==> config.mk <==
export PLATFORM = sky130hd
export DESIGN_NAME = fifo_modport
export DESIGN_NICKNAME = d
export VERILOG_FILES = /design/src/rtl/fifo_pkg.sv /design/src/rtl/fifo_mem.sv /design/src/rtl/fifo_modport.sv
export SDC_FILE = /design/constraint.sdc
export NUM_CORES = 1
export LEC_CHECK = 0
export ABC_AREA = 1
export CORE_ASPECT_RATIO = 0.8
export CORE_UTILIZATION = 30
export CTS_BUF_LIST = sky130_fd_sc_hd__clkbuf_8
export CTS_CLUSTER_SIZE = 28
export DETAILED_ROUTE_END_ITERATION = 10
export PLACE_DENSITY_LB_ADDON = 0.3
export SETUP_SLACK_MARGIN = 0.3
export SYNTH_ARGS = -nofsm -noshare
export SYNTH_HDL_FRONTEND = slang
export SYNTH_SLANG_ARGS = --single-unit
==> constraint.sdc <==
create_clock -name clk -period 3.7 [get_ports clk]
set_input_delay 0.37 -clock clk [delete_from_list [all_inputs] [get_ports clk]]
set_output_delay 0.37 -clock clk [all_outputs]
set_load 0.02 [all_outputs]
==> src/rtl/fifo_pkg.sv <==
// Shared sizing for the single-clock FIFO: default geometry and pointer/count widths.
package fifo_pkg;

  localparam int unsigned FIFO_WIDTH_DEF = 32;
  localparam int unsigned FIFO_DEPTH_DEF = 32;

  function automatic int unsigned ptr_width(input int unsigned depth);
    return $clog2(depth);
  endfunction

  localparam int unsigned PTR_W_DEF = ptr_width(FIFO_DEPTH_DEF);

  // One extra bit so the count can represent a completely full FIFO.
  typedef logic [PTR_W_DEF:0] count_t;

endpackage

==> src/rtl/fifo_mem.sv <==
// Depth x Width dual-port storage; one synchronous write port and one registered read port.
module fifo_mem
  import fifo_pkg::*;
#(
  parameter int unsigned Width = FIFO_WIDTH_DEF,
  parameter int unsigned Depth = FIFO_DEPTH_DEF
) (
  input  logic                          clk_i,
  input  logic                          rst_i,
  input  logic                          we_i,
  input  logic [ptr_width(Depth)-1:0]   waddr_i,
  input  logic [Width-1:0]              wdata_i,
  input  logic                          re_i,
  input  logic [ptr_width(Depth)-1:0]   raddr_i,
  output logic [Width-1:0]              dout_o
);

  logic [Width-1:0] mem_q [Depth];
  logic [Width-1:0] dout_q;

  // Storage is deliberately left unreset so it can map onto plain RAM.
  always_ff @(posedge clk_i) begin
    if (we_i) begin
      mem_q[waddr_i] <= wdata_i;
    end
  end

  always_ff @(posedge clk_i or posedge rst_i) begin
    if (rst_i) begin
      dout_q <= '0;
    end else if (re_i) begin
      dout_q <= mem_q[raddr_i];
    end
  end

  assign dout_o = dout_q;

endmodule

==> src/rtl/fifo_modport.sv <==
// Single-clock FIFO top: pointers, occupancy count, registered flags and accept logic.
module fifo_modport
  import fifo_pkg::*;
#(
  parameter int unsigned FIFO_WIDTH = FIFO_WIDTH_DEF,
  parameter int unsigned FIFO_DEPTH = FIFO_DEPTH_DEF
) (
  input  logic                  clk,
  input  logic                  rstN,
  input  logic                  wr_en,
  input  logic [FIFO_WIDTH-1:0] data_in,
  input  logic                  rd_en,
  output logic                  empty,
  output logic                  full,
  output logic [FIFO_WIDTH-1:0] data_out
);

  localparam int unsigned PtrW = ptr_width(FIFO_DEPTH);
  localparam int unsigned CntW = PtrW + 1;

  logic [PtrW-1:0] wr_ptr_q, wr_ptr_d;
  logic [PtrW-1:0] rd_ptr_q, rd_ptr_d;
  logic [CntW-1:0] count_q, count_d;
  logic            empty_q, empty_d;
  logic            full_q, full_d;
  logic            wr_acc, rd_acc;

  // Accept decisions use the registered flags, so a write while full is dropped
  // even when a simultaneous read frees a slot.
  assign wr_acc = wr_en && !full_q;
  assign rd_acc = rd_en && !empty_q;

  always_comb begin
    wr_ptr_d = wr_ptr_q;
    rd_ptr_d = rd_ptr_q;
    count_d  = count_q;
    if (wr_acc) begin
      wr_ptr_d = wr_ptr_q + PtrW'(1);
    end
    if (rd_acc) begin
      rd_ptr_d = rd_ptr_q + PtrW'(1);
    end
    unique case ({wr_acc, rd_acc})
      2'b10:   count_d = count_q + CntW'(1);
      2'b01:   count_d = count_q - CntW'(1);
      default: count_d = count_q;
    endcase
    empty_d = (count_d == '0);
    full_d  = (count_d == CntW'(FIFO_DEPTH));
  end

  always_ff @(posedge clk or posedge rstN) begin
    if (rstN) begin
      wr_ptr_q <= '0;
      rd_ptr_q <= '0;
      count_q  <= '0;
      empty_q  <= 1'b1;
      full_q   <= 1'b0;
    end else begin
      wr_ptr_q <= wr_ptr_d;
      rd_ptr_q <= rd_ptr_d;
      count_q  <= count_d;
      empty_q  <= empty_d;
      full_q   <= full_d;
    end
  end

  fifo_mem #(
    .Width (FIFO_WIDTH),
    .Depth (FIFO_DEPTH)
  ) u_mem (
    .clk_i   (clk),
    .rst_i   (rstN),
    .we_i    (wr_acc),
    .waddr_i (wr_ptr_q),
    .wdata_i (data_in),
    .re_i    (rd_acc),
    .raddr_i (rd_ptr_q),
    .dout_o  (data_out)
  );

  assign empty = empty_q;
  assign full  = full_q;

endmodule

[Word-level counts from Yosys, hierarchy flattened]
Memories as Yosys holds them, arrays and structs flattened. A register that Yosys moved wholly into a read port is not among the register bits.
Index checks and enable logic that the tools add are counted.
Word-level totals
  output and inout port bits: 34
  memories: 1
  register bits after elaboration: 18
  bits of input ports: 36
  RAM bits: 1024
  logic and storage cells: 21
Cells by class
  $add $sub $neg: 4
  mux-type cells: 3
  equal/unequal tests: 3
  reductions and logical operators: 5
Memory list
  u_mem.mem_q: depth 32, bits a word 32, rd ports 1, clocked after memory_dff 1, wr ports 1, line fifo_mem.sv:18  | logic [Width-1:0] mem_q [Depth];
Operators by type and width (count)
  case mux 6 bit (2 select lines): 1
  adder 5 x 1 -> 5 bit (second input constant): 2
  adder 6 x 1 -> 6 bit (second input constant): 1
  == test 6 bit (second input constant): 1
  zero test 6 bit: 1
  subtractor 6 x 1 -> 6 bit (second input constant): 1
  == test 2 x 1 -> 1 bit (second input constant): 1
  == test 2 bit (second input constant): 1
  logical AND 1 bit: 2
  zero test 1 bit: 2
  2-to-1 mux 1 bit: 2

[Depth between registers and ports, before layout]
  word-level depth: 5
  mapped depth: 16
  gate-level depth less buffers: 15

[Cells and area by module]
From an unflattened synthesis, not the netlist that was laid out.
Second synthesis, totals
  cells, all modules: 3684
  area, all modules: 43693.2 um^2
By module, submodules not included
  fifo_mem: sequential area each 31550.3 um^2, times used 1, cells each 3545, area an instance 42573.3 um^2
  fifo_modport: sequential area each 451.7 um^2, times used 1, cells each 139, area an instance 1119.8 um^2

[Worst setup path after synthesis]
Ideal clock, no wire load.
  path kind: register to register
  start point: register full_q (netlist: full)
  end point: memory u_mem.mem_q[19][0] (netlist bit), enable pin
  arrival: 2.968 ns
  clock period less this slack: 3.429 ns
  setup slack: 0.271 ns
  stages on the path, launching flop included: 5
  required time: 3.239 ns
  buffers on the path: 1
  library setup time: 0.461 ns
  path through: dfrtp_1 > inv_1 > nand2_1 > buf_4 > nor3_1
Between the ends
  cells in the longest elaborated chain, start to end: 4
RTL lines
  start, declared: line fifo_modport.sv:25  | logic full_q, full_d;
  start signal, assigned: line fifo_modport.sv:64  | full_q <= full_d;
  zero test 1 bit: line fifo_modport.sv:30  | assign wr_acc = wr_en && !full_q;
  logical AND 1 bit: line fifo_modport.sv:30
  2-to-1 mux 1 bit: line fifo_mem.sv:23  | if (we_i) begin
  2-to-1 mux 1 bit (implied by the code): line fifo_mem.sv:24  | mem_q[waddr_i] <= wdata_i;
  end, declared: line fifo_mem.sv:18
Every way passes these cells.

==> results.py <==
metrics = {
    "timing": {
        "rsz0062_at_grt": "false",
        "fin_crit_sh": 0.770,
        "fin_setup_tns_ns": 0,
        "period_minus_slack_ns": 2.85,
        "slew_violations": 0,
        "finalSetupViolCount": 0,
        "max-slew-margin-rel": 0.100,
        "clock_skew_ns": 0.0403,
        "hold_violations": 0,
        "tightest_slew_ns": 1.35,
        "fmax_mhz": 351,
    },
    "clocking": {
        "cts_buffers": 165,
        "root_buffer": "clkbuf_8",
        "post_cts_buffers": 0,
        "clk_latency_ns": 0.87,
        "cts_resized": 0,
        "clock_path_buffers": 3,
        "clk_pin_slew_ns": 0.06,
        "cts_tree": "done",
        "clock-sinks": 1074,
        "htreeDepth": 4,
    },
    "cells_and_area": {
        "final_nets": 3419,
        "ff_latch_area_sq_um": 32000,
        "multi_input_area_sq_um": 9240,
        "drive_above_1_share": 0.114,
        "area_delta_synth_final_pct": 16.2,
        "fillers": 13600,
    },
    "synthesis": {
        "syn_area_per_cell_sq_um": 13.1,
        "synthCells": 3224,
        "yosys-top-cells-area": "edfxtp_1 73%, nor2_1 6.0%, o21ai_0 5.3%",
        "yosysSeqAreaShare": 0.760,
        "synth_most_common_cell": "edfxtp_1",
        "ys_seq_elements": 1074,
        "synthTopCellsByCount": "1,024 x edfxtp_1, 673 x nor2_1, 442 x o21ai_0, 246 x nand2_1, 135 x o22ai_1",
        "syn_area_sq_um": 42100,
        "synthArstFlopShare": 0.0466,
        "synth_top_area_cell": "edfxtp_1",
        "synth_edf_count": 1024,
        "synth_fp_nets": 3267,
        "ys.flop_type": "edfxtp_1",
        "synth.top_cell.area_share": 0.730,
        "synth_warnings": 0,
        "yosysUniqueCellTypes": 27,
    },
    "routing": {
        "viasPerCell": 5.00,
        "wl_per_cell_um": 22.9,
        "wirelength_met1_um": 58800,
        "wl_met2_um": 52700,
        "num_vias": 26800,
        "ant_nets": 0,
        "drt_wl_total_um": 123000,
        "top_layer_used": "met4",
        "drtIter0Drc": 2951,
        "drc": 0,
        "wl_met3_um": 8710,
        "dr.pass1.iters": 6,
    },
    "worst_setup_path": {
        "r2r-start": "rd_ptr_q[0]",
        "rr_worst_depth": 8,
        "critPathRequiredTime_ns": 4.50,
        "ff2ff_setup_slack_ns": 0.85,
        "cp_top_family": "buffers and inverters",
        "crit_path_top_delay_cell": "dfrtp_4",
        "r2r_end": "u_mem.dout_o[0]",
        "cp-start-kind": "register",
        "cp_data_arrival_time_ns": 3.65,
        "cpMostUsedCell": "nand2_1",
        "worstSetupPathType": "reg -> reg",
        "crit_path_cell_trace": "inv_8 > buf_4 > o21ai_0 > o22ai_1 > nand2_1 > nand4_1 > nand3_1 > nand2_1",
        "cp_max_fo": 68,
        "crit_buf_inv": 2,
        "end_kind": "register",
        "worst-path-stages": 8,
        "slowest_delay_ns": 0.66,
    },
    "hold_path": {
        "hold_class": "in -> reg",
        "hold_start": "data_in[18]",
        "holdPathEnd": "u_mem.mem_q[1][18]",
        "hold_depth": 1,
    },
    "pwr": {
        "powerDensity_nw_per_um2": 757,
        "power_mw": 37.0,
        "ir_worst_vdd_mv": 0.436,
        "p_leak_nw": 15.9,
    },
    "placed_design": {
        "dpl.hpwl_um": 68500,
        "place.gp.congestion": 0.791,
        "place.port_buffers": 69,
    },
    "floorplan": {
        "ioPinCount": 70,
        "core.rowCount": 122,
        "core-area_sq_um": 139000,
        "start_util": 0.303,
        "die_h_um": 337,
        "die_x_um": 421,
        "die_area_sq_um": 142000,
    },
    "run": {
        "drv_cap": 0,
    },
    "global_route": {
        "antenna_found_initial": 5,
        "grt_use_total": 0.170,
        "grt_pass1_wl_um": 179000,
        "grt_pass1_vias": 25800,
        "grt_overflow": 0,
        "grt_max_degree": 139,
    },
    "status": {
        "status": "completed",
    },
}
where the power goes:
| group | internal [mW] | switching, mW | leakage (nW) |
|---|---|---|---|
| combinational | 3.67 | 8.86 | 4.22 |
| sequential | 14.3 | 0.568 | 9.82 |
| clock | 4.84 | 4.78 | 1.84 |
| total | 22.8 | 14.2 | 15.9 |
cells by family (layout without fill, tap and decap cells):
logic type / count (synthesis) / count (layout) / share of synthesized area
other: 0 / 1 / 0
XOR/XNOR: 9 / 9 / 0.00187
adder cells (fa/ha/maj): 7 / 7 / 0.00208
buffers and inverters: 255 / 541 / 0.0270
AO/OA/AOI/OAI: 801 / 801 / 0.107
flip-flops: 1074 / 1074 / 0.760
AND/OR/NAND/NOR: 1078 / 1078 / 0.103
repair_timing:
item | CTS | global route
hold buffers | 1 | 0
hold endpoints to repair | 23 | 0
endpoints found under the setup margin | 0 | 0
state kept, by name (all words and copies together) (netlist names):
register and flops:
count_q 6, empty 1, full 1, rd_ptr_q 5, u_mem.dout_o 32, u_mem.mem_q 1024
wr_ptr_q 5
metrics by stage:
step	hold slack, ns	setup slack (ns)	area (sq um)	utilization	std cells
CTS	0.0678	0.892	48900	0.352	5370
finish	0.135	0.851	48900	0.352	5371
global route	0.126	0.771	48900	0.352	5371
floorplan	0.469	0.271	42100	-	3224
detailed placement	0.468	0.574	45800	0.329	5068
global placement	0.467	0.613	45800	0.329	5068
placed cells by master, fill, tap and decap left out, drive strengths merged:
master and n:
edfxtp 1024, nor2 674, o21ai 532, nand2 246, clkbuf 179, o22ai 135, buf 135, o211ai 128
inv 105, nand3 91, clkdlybuf4s50 67, nand4 63, dfrtp 49, clkinv 42, xor2 7, ha 7
clkinvlp 7, a21oi 6, bufinv 5, xnor2 2, nor3 2, or2 2, diode 1, dfstp 1
dlygate4sd3 1
worst register-to-register path, delay by kind of cell (launching register included):
family                 cells  cell delay [ns]
AOI/OAI and AO/OA          2             0.54
buffers and inverters      2             1.01
DFF                        1             0.66
and+or+nand+nor            4             0.57
worst max path at each step:
stage / to / slack [ns] / start
floorplan: u_mem.mem_q[19][0] / 0.27 / full
global placement: u_mem.mem_q[14][4] / 0.61 / wr_en
detailed placement: u_mem.mem_q[14][29] / 0.57 / wr_en
CTS: u_mem.dout_o[0] / 0.89 / rd_ptr_q[0]
global route: u_mem.dout_o[27] / 0.77 / rd_ptr_q[0]
finish: u_mem.dout_o[0] / 0.85 / rd_ptr_q[0]
metal layers:
metal | global-route usage | vias up
met5 | 0 | -
met4 | 0.0518 | 0
met3 | 0.0321 | 145
met2 | 0.246 | 1018
met1 | 0.256 | 13500
li1 | - | 12200
area by class of cell:
| cell class | instances | area share |
|---|---|---|
| diodes | 1 | 0.0000511 |
| inverters | 37 | 0.00312 |
| flip-flops and latches | 1074 | 0.654 |
| well taps | 1860 | 0.0476 |
| repair buffers | 203 | 0.0417 |
| clock inverters | 122 | 0.0143 |
| clock buffers | 179 | 0.0503 |
| multi-input cells | 1895 | 0.189 |
No activity file was read; power rests on OpenSTA's default activity.
==> RTL change: new RTL, same flow settings <==
The package constant `FIFO_WIDTH_DEF` goes from 32 to 16.
--- a/src/rtl/fifo_pkg.sv
+++ b/src/rtl/fifo_pkg.sv
@@ -3,3 +3,3 @@
 
-  localparam int unsigned FIFO_WIDTH_DEF = 32;
+  localparam int unsigned FIFO_WIDTH_DEF = 16;
   localparam int unsigned FIFO_DEPTH_DEF = 32;
Interface: changed (resized data_in and data_out); port bits go from 70 to 38. The function was not compared with the original's and may differ.
==> RTL change against the original RTL <==
- count of clock-buffer cells in the layout down 86
- via count decreased by 48%
- clock skew grew 0.0023 ns
- total power down 49%
- critical path depth did not move
- area after synthesis shrank 48%
- final area shrank 49%
- worst setup slack improved by 0.25 ns
- highest routed layer unchanged
- hold slack improved by 0.014 ns
- routed wire length fell by 52%
- global-route usage decreased by 1.3 points
- critical path type unchanged
- sequential cell count is 528 lower
==> RTL change: results <==
<?xml version="1.0" encoding="UTF-8"?>
<metrics>
  <group name="timing">
    <metric name="finalClockSkew" unit="ns">0.0426</metric>
  </group>
  <group name="critical_path">
    <metric name="timing.critical_path.max_delay_family" unit="">simple AND/OR/NAND/NOR gates</metric>
    <metric name="critPathArrivalTime" unit="ns">3.15</metric>
    <metric name="slowest_delay" unit="ns">0.62</metric>
    <metric name="worstPathMaxFanout" unit="">124</metric>
    <metric name="crit_start" unit="">rd_ptr_q[1]</metric>
    <metric name="regToRegEndpoint" unit="">u_mem.dout_o[7]</metric>
  </group>
  <group name="power">
    <metric name="p_sw_share" unit="%">38.5</metric>
    <metric name="leakage" unit="nW">8.29</metric>
  </group>
  <group name="synthesis">
    <metric name="synth_enable_flop_cells" unit="">512</metric>
    <metric name="ys_seq_area_share" unit="%">74.3</metric>
    <metric name="synth.distinct_cells" unit="">30</metric>
    <metric name="post_synth_fa_ha_maj_area_fraction" unit="%">0.401</metric>
    <metric name="async_reset_ff_share" unit="%">6.23</metric>
  </group>
  <group name="global_route">
    <metric name="grt_max_degree" unit="">177</metric>
    <metric name="global_route_wire_length_before_repair" unit="mm">87.0</metric>
    <metric name="gr-usage-all-layers" unit="%">15.7</metric>
  </group>
  <group name="routing">
    <metric name="vias" unit="">14000</metric>
    <metric name="first_pass_iteration_count_of_the_detailed_router" unit="">5</metric>
  </group>
  <group name="clock_network">
    <metric name="clkLatencyLatePin" unit="ns">0.69</metric>
  </group>
  <group name="final_layout">
    <metric name="finalNetCount" unit="">1821</metric>
    <metric name="drive_gt1_share" unit="%">11.3</metric>
    <metric name="largest_register_ff_count" unit="">512</metric>
  </group>
  <group name="placement">
    <metric name="placed_cells" unit="">2650</metric>
    <metric name="globalplace.congestion" unit="">0.808</metric>
    <metric name="dp_hpwl" unit="mm">31.7</metric>
  </group>
  <group name="status">
    <metric name="run_status" unit="">finished, final reports clean</metric>
  </group>
</metrics>
## RTL change: metal layers
layer | wire (um) | part of all wire, % | track usage, % | vias up
li1 | - | - | - | 6423
met5 | 0 | 0 | 0 | -
met2 | 25600 | 44 | 23.1 | 479
met1 | 27100 | 46 | 22.5 | 6977
met3 | 4300 | 7.3 | 3.58 | 112
met4 | 1600 | 2.7 | 5.48 | 0
## RTL change: power by group through the flow
stage / clock (W) / sequential (W) / combinational [W]
floorplan: 0 / 0.00771 / 0.00416
global placement: 0 / 0.00771 / 0.00632
detailed placement: 0 / 0.00772 / 0.00639
CTS: 0.00494 / 0.00760 / 0.00641
global route: 0.00521 / 0.00764 / 0.00702
finish: 0.00483 / 0.00760 / 0.00640
## RTL change: final cells by class
class / instances / area [um2]
fillers: 7053 / 47000
diodes: 1 / 2.50
inverters: 35 / 139
well taps: 945 / 1180
clock buffers: 93 / 1280
multi-input cells: 1017 / 4910
flip-flops and latches: 546 / 16200
clock inverters: 65 / 323
repair buffers: 107 / 933
